### src/rtl/fp_round_pipe.sv
// Two-stage IEEE rounding stage for the FP divider: keeps KEEP_W fraction MSBs,
// pushes any fraction carry into the exponent and saturates overflow to infinity.
module fp_round_pipe #(
    parameter int EXP_W  = 8,
    parameter int MAN_W  = 23,
    parameter int KEEP_W = 4
) (
    input  logic             clk,
    input  logic             rst,
    input  logic             in_valid,
    output logic             in_ready,
    input  logic             in_sign,
    input  logic [EXP_W-1:0] in_exp,
    input  logic [MAN_W-1:0] in_man,
    input  logic             in_sticky,
    input  logic [1:0]       in_mode,
    output logic             out_valid,
    input  logic             out_ready,
    output logic             out_sign,
    output logic [EXP_W-1:0] out_exp,
    output logic [MAN_W-1:0] out_man,
    output logic             out_inexact,
    output logic             out_overflow
);

    localparam int LOW_W = MAN_W - KEEP_W;

    logic adv1, adv2;
    logic g, s, inc;

    logic             v1;
    logic             sign1;
    logic [EXP_W-1:0] exp1;
    logic [MAN_W-1:0] man1;
    logic             inc1;
    logic             inexact1;
    logic             special1;

    logic [KEEP_W:0]  sum;
    logic [EXP_W-1:0] exp_r;
    logic             sat;

    assign adv2     = ~out_valid | out_ready;
    assign adv1     = ~v1 | adv2;
    assign in_ready = adv1;

    assign g = in_man[LOW_W-1];

    // With a single discarded bit there is nothing below the guard bit.
    generate
        if (LOW_W > 1) begin : g_low_sticky
            assign s = (|in_man[LOW_W-2:0]) | in_sticky;
        end else begin : g_ext_sticky
            assign s = in_sticky;
        end
    endgenerate

    always_comb begin
        inc = 1'b0;
        case (in_mode)
            2'b00:   inc = g & (s | in_man[LOW_W]);
            2'b01:   inc = 1'b0;
            2'b10:   inc = ~in_sign & (g | s);
            default: inc = in_sign & (g | s);
        endcase
    end

    // Full fraction is kept in stage 1 so Inf/NaN payloads pass through intact.
    assign sum   = {1'b0, man1[MAN_W-1 -: KEEP_W]} + {{KEEP_W{1'b0}}, inc1};
    assign exp_r = exp1 + {{(EXP_W-1){1'b0}}, sum[KEEP_W]};
    assign sat   = &exp_r;

    always_ff @(posedge clk) begin
        if (rst) begin
            v1           <= 1'b0;
            out_valid    <= 1'b0;
            out_sign     <= 1'b0;
            out_exp      <= '0;
            out_man      <= '0;
            out_inexact  <= 1'b0;
            out_overflow <= 1'b0;
        end else begin
            if (adv1) begin
                v1 <= in_valid;
                if (in_valid) begin
                    sign1    <= in_sign;
                    exp1     <= in_exp;
                    man1     <= in_man;
                    inc1     <= inc;
                    inexact1 <= g | s;
                    special1 <= &in_exp;
                end
            end
            if (adv2) begin
                out_valid <= v1;
                if (v1) begin
                    out_sign <= sign1;
                    if (special1) begin
                        out_exp      <= exp1;
                        out_man      <= man1;
                        out_inexact  <= 1'b0;
                        out_overflow <= 1'b0;
                    end else if (sat) begin
                        out_exp      <= '1;
                        out_man      <= '0;
                        out_inexact  <= 1'b1;
                        out_overflow <= 1'b1;
                    end else begin
                        out_exp      <= exp_r;
                        out_man      <= {sum[KEEP_W-1:0], {LOW_W{1'b0}}};
                        out_inexact  <= inexact1;
                        out_overflow <= 1'b0;
                    end
                end
            end
        end
    end

endmodule

### config.mk
export PLATFORM = sky130hd
export DESIGN_NAME = fp_round_pipe
export DESIGN_NICKNAME = d
export VERILOG_FILES = /design/src/rtl/fp_round_pipe.sv
export SDC_FILE = /design/constraint.sdc
export NUM_CORES = 1
export LEC_CHECK = 0
export BUFFER_PORTS_ARGS = -buffer_cell sky130_fd_sc_hd__buf_2
export CAP_MARGIN = 20
export CORE_UTILIZATION = 50
export CTS_BUF_LIST = sky130_fd_sc_hd__clkbuf_4 sky130_fd_sc_hd__clkbuf_8 sky130_fd_sc_hd__clkbuf_16
export CTS_CLUSTER_SIZE = 8
export DETAILED_ROUTE_END_ITERATION = 10
export GPL_ROUTABILITY_DRIVEN = 0
export PLACE_DENSITY = 0.77
export SYNTH_ARGS = -nofsm -noshare
export SYNTH_HDL_FRONTEND = slang
export SYNTH_SLANG_ARGS = --single-unit
export TNS_END_PERCENT = 1
### constraint.sdc
create_clock -name clk -period 2.85 [get_ports clk]
set_input_delay 0 -clock clk [delete_from_list [all_inputs] [get_ports clk]]
set_output_delay 0 -clock clk [all_outputs]
set_load 0.1 [all_outputs]
# ---- Word level (Yosys, flattened, before mapping)
# Index checks and enable logic that the tools add are counted.
dict set report word_totals {
  n_memories 0
  rom_bits 0
  latch_bits 0
  out_inout_bits 36
  ramBits 0
  ff_bits 71
}
dict set report classes {
  add_sub_neg 2
  n_shift 0
  order_cmp 0
  bitwise_logic 12
  n_eq_ne 2
  n_mul 0
  div_mod_pow 0
  mux 9
  reduce_logical 6
}
# cell count
set op_table {}
lappend op_table {{23-bit two-way mux} 2}
lappend op_table {{18-bit OR reduction} 1}
lappend op_table {{8-bit two-way mux} 2}
lappend op_table {{8-bit AND reduction} 2}
lappend op_table {{8-bit by 1-bit adder with 8-bit output} 1}
lappend op_table {{4-bit by 1-bit adder with 5-bit output} 1}
lappend op_table {{1-bit OR} 5}
lappend op_table {{1-bit two-way mux} 4}
lappend op_table {{1-bit inverter} 4}
lappend op_table {{1-bit AND} 3}
lappend op_table {{1-bit case mux with 3 select lines} 1}
lappend op_table {{3-bit AND reduction} 1}
lappend op_table {{2-bit by 1-bit equality test with 1-bit output, second input constant} 1}
lappend op_table {{2-bit equality test, second input constant} 1}
lappend op_table {{2-bit logical NOT} 1}
lappend op_table {{2-bit AND reduction} 1}

# ---- Longest topological paths before layout
# Gate-level depths: netlist of run 1.
dict set report depth {
  depth_word 5
  depth_mapped 10
}

# ---- Least setup slack after synthesis of run 1
# No wires, ideal clock.
dict set report synth_timing {
  path_type {reg-to-reg}
  startpoint {register out_valid}
  endpoint {register exp1[0] (enable)}
  n_path_buf 0
  path_slack_ps -262
  stages_incl_launch_ff 4
  t_required_ps 2430
  setup_ps 420
  t_arrival_ps 2692
  cell_sequence {dfxtp_1 -> nor2b_1 -> nand2_1 -> and3_1}
}
dict set report synth_between {
  elab_chain_len 4
}
# item line
set synth_rtl {}
lappend synth_rtl {{start, declared} 17} ;# output logic out_valid,
lappend synth_rtl {{start signal, assigned} 95} ;# out_valid <= v1;
lappend synth_rtl {{1-bit inverter} 43} ;# assign adv2 = ~out_valid | out_ready;
lappend synth_rtl {{1-bit OR} 43}
lappend synth_rtl {{1-bit OR} 44} ;# assign adv1 = ~v1 | adv2;
lappend synth_rtl {{named net in_ready} 11} ;# output logic in_ready,
lappend synth_rtl {{3-bit AND reduction (no line)} --}
lappend synth_rtl {{end signal, assigned} 87} ;# exp1 <= in_exp;
lappend synth_rtl {{end, declared} 33} ;# logic [EXP_W-1:0] exp1;
# The timed path passes the listed nets, and every way through them passes these cells.
# A chain may end at the register's enable or synchronous reset.

# ---- Worst setup path in the final report of run 1
dict set report layout_timing {
  startpoint {register man1[19]}
  endpoint {register out_man[21]}
}
dict set report layout_between {
  elab_chain_len 5
}
# item line
set layout_rtl {}
lappend layout_rtl {{start, declared} 34} ;# logic [MAN_W-1:0] man1;
lappend layout_rtl {{start signal, assigned} 88} ;# man1 <= in_man;
lappend layout_rtl {{4-bit by 1-bit adder with 5-bit output (*)} 69} ;# assign sum = {1'b0, man1[MAN_W-1 -: KEEP_W]} + {{KEEP_W{1'b0}}, inc1};
lappend layout_rtl {{8-bit by 1-bit adder with 8-bit output} 70} ;# assign exp_r = exp1 + {{(EXP_W-1){1'b0}}, sum[KEEP_W]};
lappend layout_rtl {{8-bit AND reduction} 71} ;# assign sat = &exp_r;
lappend layout_rtl {{23-bit two-way mux (*)} 103} ;# end else if (sat) begin
lappend layout_rtl {{23-bit two-way mux (*)} 98} ;# if (special1) begin
lappend layout_rtl {{end signal, assigned} 100} ;# out_man <= man1;
lappend layout_rtl {{end signal, assigned} 110} ;# out_man <= {sum[KEEP_W-1:0], {LOW_W{1'b0}}};
lappend layout_rtl {{end, declared} 21} ;# output logic [MAN_W-1:0] out_man,
# Mark *: on every way between the ends. The rest lies on a longest branch, timed or not.

==> flow_summary.toml, run 1 <==
[clocking]
h-tree-depth = 3
clk_latency_ns = 0.34
cts-root-buf = "clkbuf_8"
clockBufferDepth = 2
clkSinkCount = 71
cts_buffers = 9
clk_pin_slew_ns = 0.08
cts_tree = "yes"

[setup_path]
cp-startpoint = "man1[19]"
cp-start-kind = "register"
worstPathRequired_ns = 3.04
reg2reg_from = "man1[19]"
r2r_cells = 10
crit_type = "register to register"
rrSetupSlack_ns = 0.25
worst-path-max-fanout = 6
end_kind = "register"
r2r-end = "out_man[21]"
cp.arrival_ns = 2.79
cp-endpoint = "out_man[21]"

[routing]
top_layer_used = "met4"
ant_nets = 0
met2_length_um = 3308
avgRoutedWirePerCell_um = 15.17
drc = 0
routedLengthMet1_um = 2906
wl_met3_um = 245
drt_iter0_drc = 143
vias = 2311
first_pass_iters = 4
wl_um = 6630
viasPerCell = 5.288

[die]
dieArea_um2 = 5878
initial_core_util_pct = 53.23
fp.dieH_um = 76.67
fp.dieW_um = 76.67
num_io_pins = 75
core.rowCount = 26
design.core.area_um2 = 5238

[grt]
grt_pass1_vias = 2199
grt_max_degree = 36
grt_pass1_wl_um = 10460
grt_overflow = 0
grt_usage_pct = 23.34
antenna_found_initial = 1

[synthesis]
yosys_register_bits = 71
synthArstFlopShare_pct = 0
synthesis.nets = 297
yosys.area.top_type_share_pct = 37.70
ys.flop_type = "dfxtp_1"
avgSynthCellArea_um2 = 10.98
postSynthCellCount = 254
synth_edf_count = 35
ys_types = 35
yosysSeqAreaShare_pct = 63.55
yosysWarnings = 0
ys_top_cells_by_area = "edfxtp_1, dfxtp_1, a21oi_1"
synth_top_area_cell = "edfxtp_1"
syn_area_um2 = 2788

[pwr]
internal_power_mw = 1.621
ir_worst_vdd_mv = 0.3558
swShare_pct = 27.51
power.density_nw_per_um2 = 591.3
power_switching_mw = 0.6153
p_clk_share_pct = 35.8
leakagePower_nw = 1.478
p_seq_share_pct = 50.8
power.share.combinational_pct = 13.4

[layout]
mostFrequentLayoutCell = "buf_2"
multiInputGateArea_um2 = 955.9
layout_common_cells = "buf_2, edfxtp_1, dfxtp_1, dlygate4sd3_1, a21oi_1"
n_antenna_cell = 0
fin_cells = 437
nFillCells = 399
nets = 405
final_layout_size_suffix_gt1_share_pct = 26.98
area.sequential_um2 = 1773
area_growth_pct = 35.68

[timing]
tightest_slew_ns = 0.7780
finalSetupTns_ns = 0
clock_skew_ns = 0.009919
fmax_mhz = 384.2
grt_setup_unrepaired = "no"
finalMaxSlewViolations = 0
fin_crit_sh_pct = 91.33
finalSetupViolations = 0
finalCriticalPeriod_ns = 2.603
max_slew_margin_pct = 48.13
hold_viol_final = 0
fin_ws_ns = 0.2471

[place]
pre_cts_ws_ns = 0.3201
hpwl_um = 4077
dp_cells = 386
portBuffers = 74

[job]
drv_cap = 0

[hold_path]
hold_start = "in_mode[1]"
hold_path.class = "input pin to register"

[run_status]
status = "complete, no violations"
## routing by layer
metal | vias to the layer above | track usage (%)
li1 | 1146 | -
met1 | 1074 | 28.59
met2 | 72 | 38.75
met3 | 19 | 4.524
met4 | 0 | 12.69
met5 | - | 0
## state kept, by name (all words and copies together), names as in the netlist
register,count
out_sign,1
sign1,1
inc1,1
out_overflow,1
special1,1
man1,23
out_exp,8
out_valid,1
exp1,8
v1,1
out_inexact,1
out_man,23
inexact1,1
## cells in the mapped netlist (4+ instances only)
master / n
a211oi_1: 10
a21oi_1: 30
clkbuf_1: 14
dfxtp_1: 36
edfxtp_1: 35
ha_1: 4
nand2_1: 26
nand3_1: 22
nand4_1: 4
nor2_1: 18
nor2b_1: 5
nor4_1: 4
o21ai_0: 8
xnor2_1: 5
xor2_1: 4
## power groups by stage
stage	logic (mW)	clock network [mW]	registers, mW
final	0.300	0.801	1.14
after global routing	0.317	0.864	1.14
after CTS	0.295	0.815	1.14
after detailed placement	0.259	0	1.16
after global placement	0.255	0	1.16
after floorplan	0.0751	0	1.27
## area by class of cell
cell class,instances,area share [%]
clock buffer,10,3.473
clock inverter,6,1.852
inverter,3,0.2977
multi-input combinational,166,25.27
sequential,71,46.87
tap,70,2.316
timing repair buffer,111,19.91
## worst min-delay path by stage
stage / depth (start not counted) / slack [ns] / endpoint
6_report: 3 / 0.01 / inc1
5_1_grt: 3 / 0.02 / inc1
4_1_cts: 3 / 0.004 / inc1
3_5_place_dp: 1 / 0.18 / man1[21]
2_1_floorplan: 0 / 0.1 / exp1[0]
3_3_place_gp: 1 / 0.18 / man1[22]
## worst max-delay path, stage by stage (launching register included)
cell      delay [ns]
edfxtp_1        0.41
ha_1            0.24
ha_1            0.20
and3_1          0.20
ha_1            0.25
ha_1            0.23
inv_1           0.12
o211ai_1        0.10
a221o_1         0.39
nor2_1          0.22
a211oi_1        0.11
## what timing repair did
| item | 4_1_cts | 5_1_grt |
|---|---|---|
| setup endpoints to repair | 0 | 0 |
| gates resized for setup | 0 | 0 |
| hold buffers | 34 | 0 |
| setup buffers | 0 | 0 |
| endpoints found under the hold margin | 35 | 0 |
## per-stage QoR
step                hold slack [ns]  instance area, um^2  util [%]  total power, mW
floorplan                   0.09887                 2790         -            1.345
global placement             0.1781                 3213     61.35            1.412
detailed placement           0.1781                 3213     61.35            1.418
global route                0.02330                 3782     72.22            2.321
finish                     0.009865                 3782     72.22            2.237
CTS                        0.004299                 3755     71.69            2.247
## cell families after synthesis
logic type / Yosys count / synth area share [%]
buffers and inverters: 17 / 2.289
XOR/XNOR: 9 / 2.827
adder cells (fa/ha/maj): 4 / 1.795
AND/OR/NAND/NOR: 95 / 16.83
flip-flops: 71 / 63.55
AO/OA/AOI/OAI: 55 / 11.63
multiplexers: 3 / 1.077
Note: power is estimated with default switching activity, not from simulation.
==> inputs of run 2 (changes only) <==
--- a/config.mk
+++ b/config.mk
@@ -7,12 +7,12 @@
 export LEC_CHECK = 0
 export BUFFER_PORTS_ARGS = -buffer_cell sky130_fd_sc_hd__buf_2
 export CAP_MARGIN = 20
-export CORE_UTILIZATION = 50
+export CORE_UTILIZATION = 52
 export CTS_BUF_LIST = sky130_fd_sc_hd__clkbuf_4 sky130_fd_sc_hd__clkbuf_8 sky130_fd_sc_hd__clkbuf_16
 export CTS_CLUSTER_SIZE = 8
 export DETAILED_ROUTE_END_ITERATION = 10
 export GPL_ROUTABILITY_DRIVEN = 0
-export PLACE_DENSITY = 0.77
+export PLACE_DENSITY = 0.79
 export SYNTH_ARGS = -nofsm -noshare
 export SYNTH_HDL_FRONTEND = slang
 export SYNTH_SLANG_ARGS = --single-unit
==> run 2 against run 1 <==
Effect of this change:
- clock skew is 0.00080 ns higher
- sequential power hardly changed
- core utilization is 1.8 points higher
- first-iteration DRC count is 1.4% higher
- register-to-register slack hardly changed
- highest routed layer unchanged
- total power is 1.6% higher
- clock power is 4.5% higher
- count of clock-buffer cells in the layout is 1 higher
- routed wire length is 3.0% lower
- critical path type unchanged
==> flow_summary.toml, run 2 (synthesized netlist as in run 1, its figures left out) <==
[pwr]
leakagePower_nw = 1.494
p_total_mw = 2.273
ir_worst_vdd_mv = 0.4112
power.density_nw_per_um2 = 597.8

[clocking]
clkSinkCount = 71
clk_latency_ns = 0.34
cts-root-buf = "clkbuf_8"
post_cts_buffers = 0
ctsResizeCount = 0
clockBufferDepth = 2
cts_tree = "yes"
h-tree-depth = 3
cts_buffers = 9
clk_pin_slew_ns = 0.07

[layout]
area.sequential_um2 = 1773
nFillCells = 370
mostFrequentLayoutCell = "buf_2"
multiInputGateArea_um2 = 955.9
area_growth_pct = 36.40
layout_common_cells = "buf_2, edfxtp_1, dlygate4sd3_1, dfxtp_1, a21oi_1"
n_antenna_cell = 0
final_layout_size_suffix_gt1_share_pct = 26.90
nets = 406
reg.largest.list = "man1 x23, out_man x23"

[die]
core.rowCount = 26
fp.dieH_um = 75.22
num_io_pins = 75
dieArea_um2 = 5658
design.core.area_um2 = 5140
initial_core_util_pct = 54.24
fp.dieW_um = 75.22

[setup_path]
end_kind = "register"
worstPathRequired_ns = 3.04
cp-start-kind = "register"
crit_type = "register to register"
worst-path-max-fanout = 6
cp.arrival_ns = 2.79

[timing]
fmax_mhz = 384.1
finalSetupViolations = 0
fin_crit_sh_pct = 91.35
hold_viol_final = 0
grt_setup_unrepaired = "no"
clock_skew_ns = 0.01072
finalCriticalPeriod_ns = 2.603
tightest_slew_ns = 0.7835
finalMaxSlewViolations = 0
max_slew_margin_pct = 47.77
finalSetupTns_ns = 0

[grt]
grt_overflow = 0
grt_pass1_vias = 2145
grt_usage_pct = 23.92
grt_max_degree = 36
grt_pass1_wl_um = 9804
antenna_found_initial = 0

[routing]
vias = 2306
drt_iter0_drc = 145
wl_um = 6430
viasPerCell = 5.265
avgRoutedWirePerCell_um = 14.68
first_pass_iters = 4
drc = 0
ant_nets = 0

[place]
portBuffers = 74
hpwl_um = 3994

[run_status]
status = "complete, no violations"

[hold_path]
hold_path.class = "input pin to register"

[job]
drv_cap = 0
run 2: cell types whose count changed in the layout (fill, tap and decap cells not counted):
cell	before	now
clkbuf_16	0	1
clkinvlp_4	3	2
clkinv_4	1	0
inv_6	1	0
dlygate4sd3_1	34	35
clkinv_2	0	2
run 2: cell type report:
type | instances | share of cell area (%)
clock inverters | 5 | 1.448
flip-flops and latches | 71 | 46.63
multi-input cells | 166 | 25.14
well taps | 70 | 2.303
repair buffers | 112 | 20.07
inverters | 3 | 0.2961
clock buffers | 11 | 4.113
run 2: where the power goes:
part / switching [mW] / leakage, nW / total [mW] / internal, mW
combinational: 0.209 / 0.766 / 0.300 / 0.0913
clock: 0.373 / 0.104 / 0.837 / 0.464
sequential: 0.0235 / 0.624 / 1.14 / 1.11
total: 0.605 / 1.49 / 2.27 / 1.67
run 2: critical path: stages, from the launching register on:
cell and delay, ns:
edfxtp_1 0.42, ha_1 0.24, ha_1 0.19, and3_1 0.18
ha_1 0.24, ha_1 0.24, inv_1 0.12, o211ai_1 0.10
a221o_1 0.38, nor2_1 0.23, a211oi_1 0.13
run 2: timing repair:
| item | in CTS | in global routing |
|---|---|---|
| endpoints found under the setup margin | 0 | 0 |
| hold endpoints to repair | 36 | 0 |
| hold buffers | 35 | 0 |
run 2: path summary, 6_finish.rpt:
path | startpoint | endpoint | slack, ns | cells after the start
min reg2reg | out_man[13] | out_man[13] | 0.45 | 2
max | man1[19] | out_man[22] | 0.25 | 10
max reg2reg | man1[19] | out_man[22] | 0.25 | 10
min | in_mode[0] | inc1 | 0.10 | 4
run 2: metrics by stage:
stage / std cells / hold WS, ns / area, um^2 / util [%] / setup WS (ns)
after floorplan: 254 / 0.09887 / 2790 / - / 0.2607
after global placement: 386 / 0.1786 / 3213 / 62.51 / 0.4554
after detailed placement: 386 / 0.1781 / 3213 / 62.51 / 0.3170
after CTS: 437 / 0.07082 / 3775 / 73.44 / 0.2526
after global routing: 438 / 0.09864 / 3802 / 73.98 / 0.06015
final: 438 / 0.1032 / 3802 / 73.98 / 0.2466
run 2: metal layers:
layer	wire, um	track usage, %
met1	2904	30.98
met2	3112	38.44
met3	320	5.890
met4	91	10.49
met5	0	0
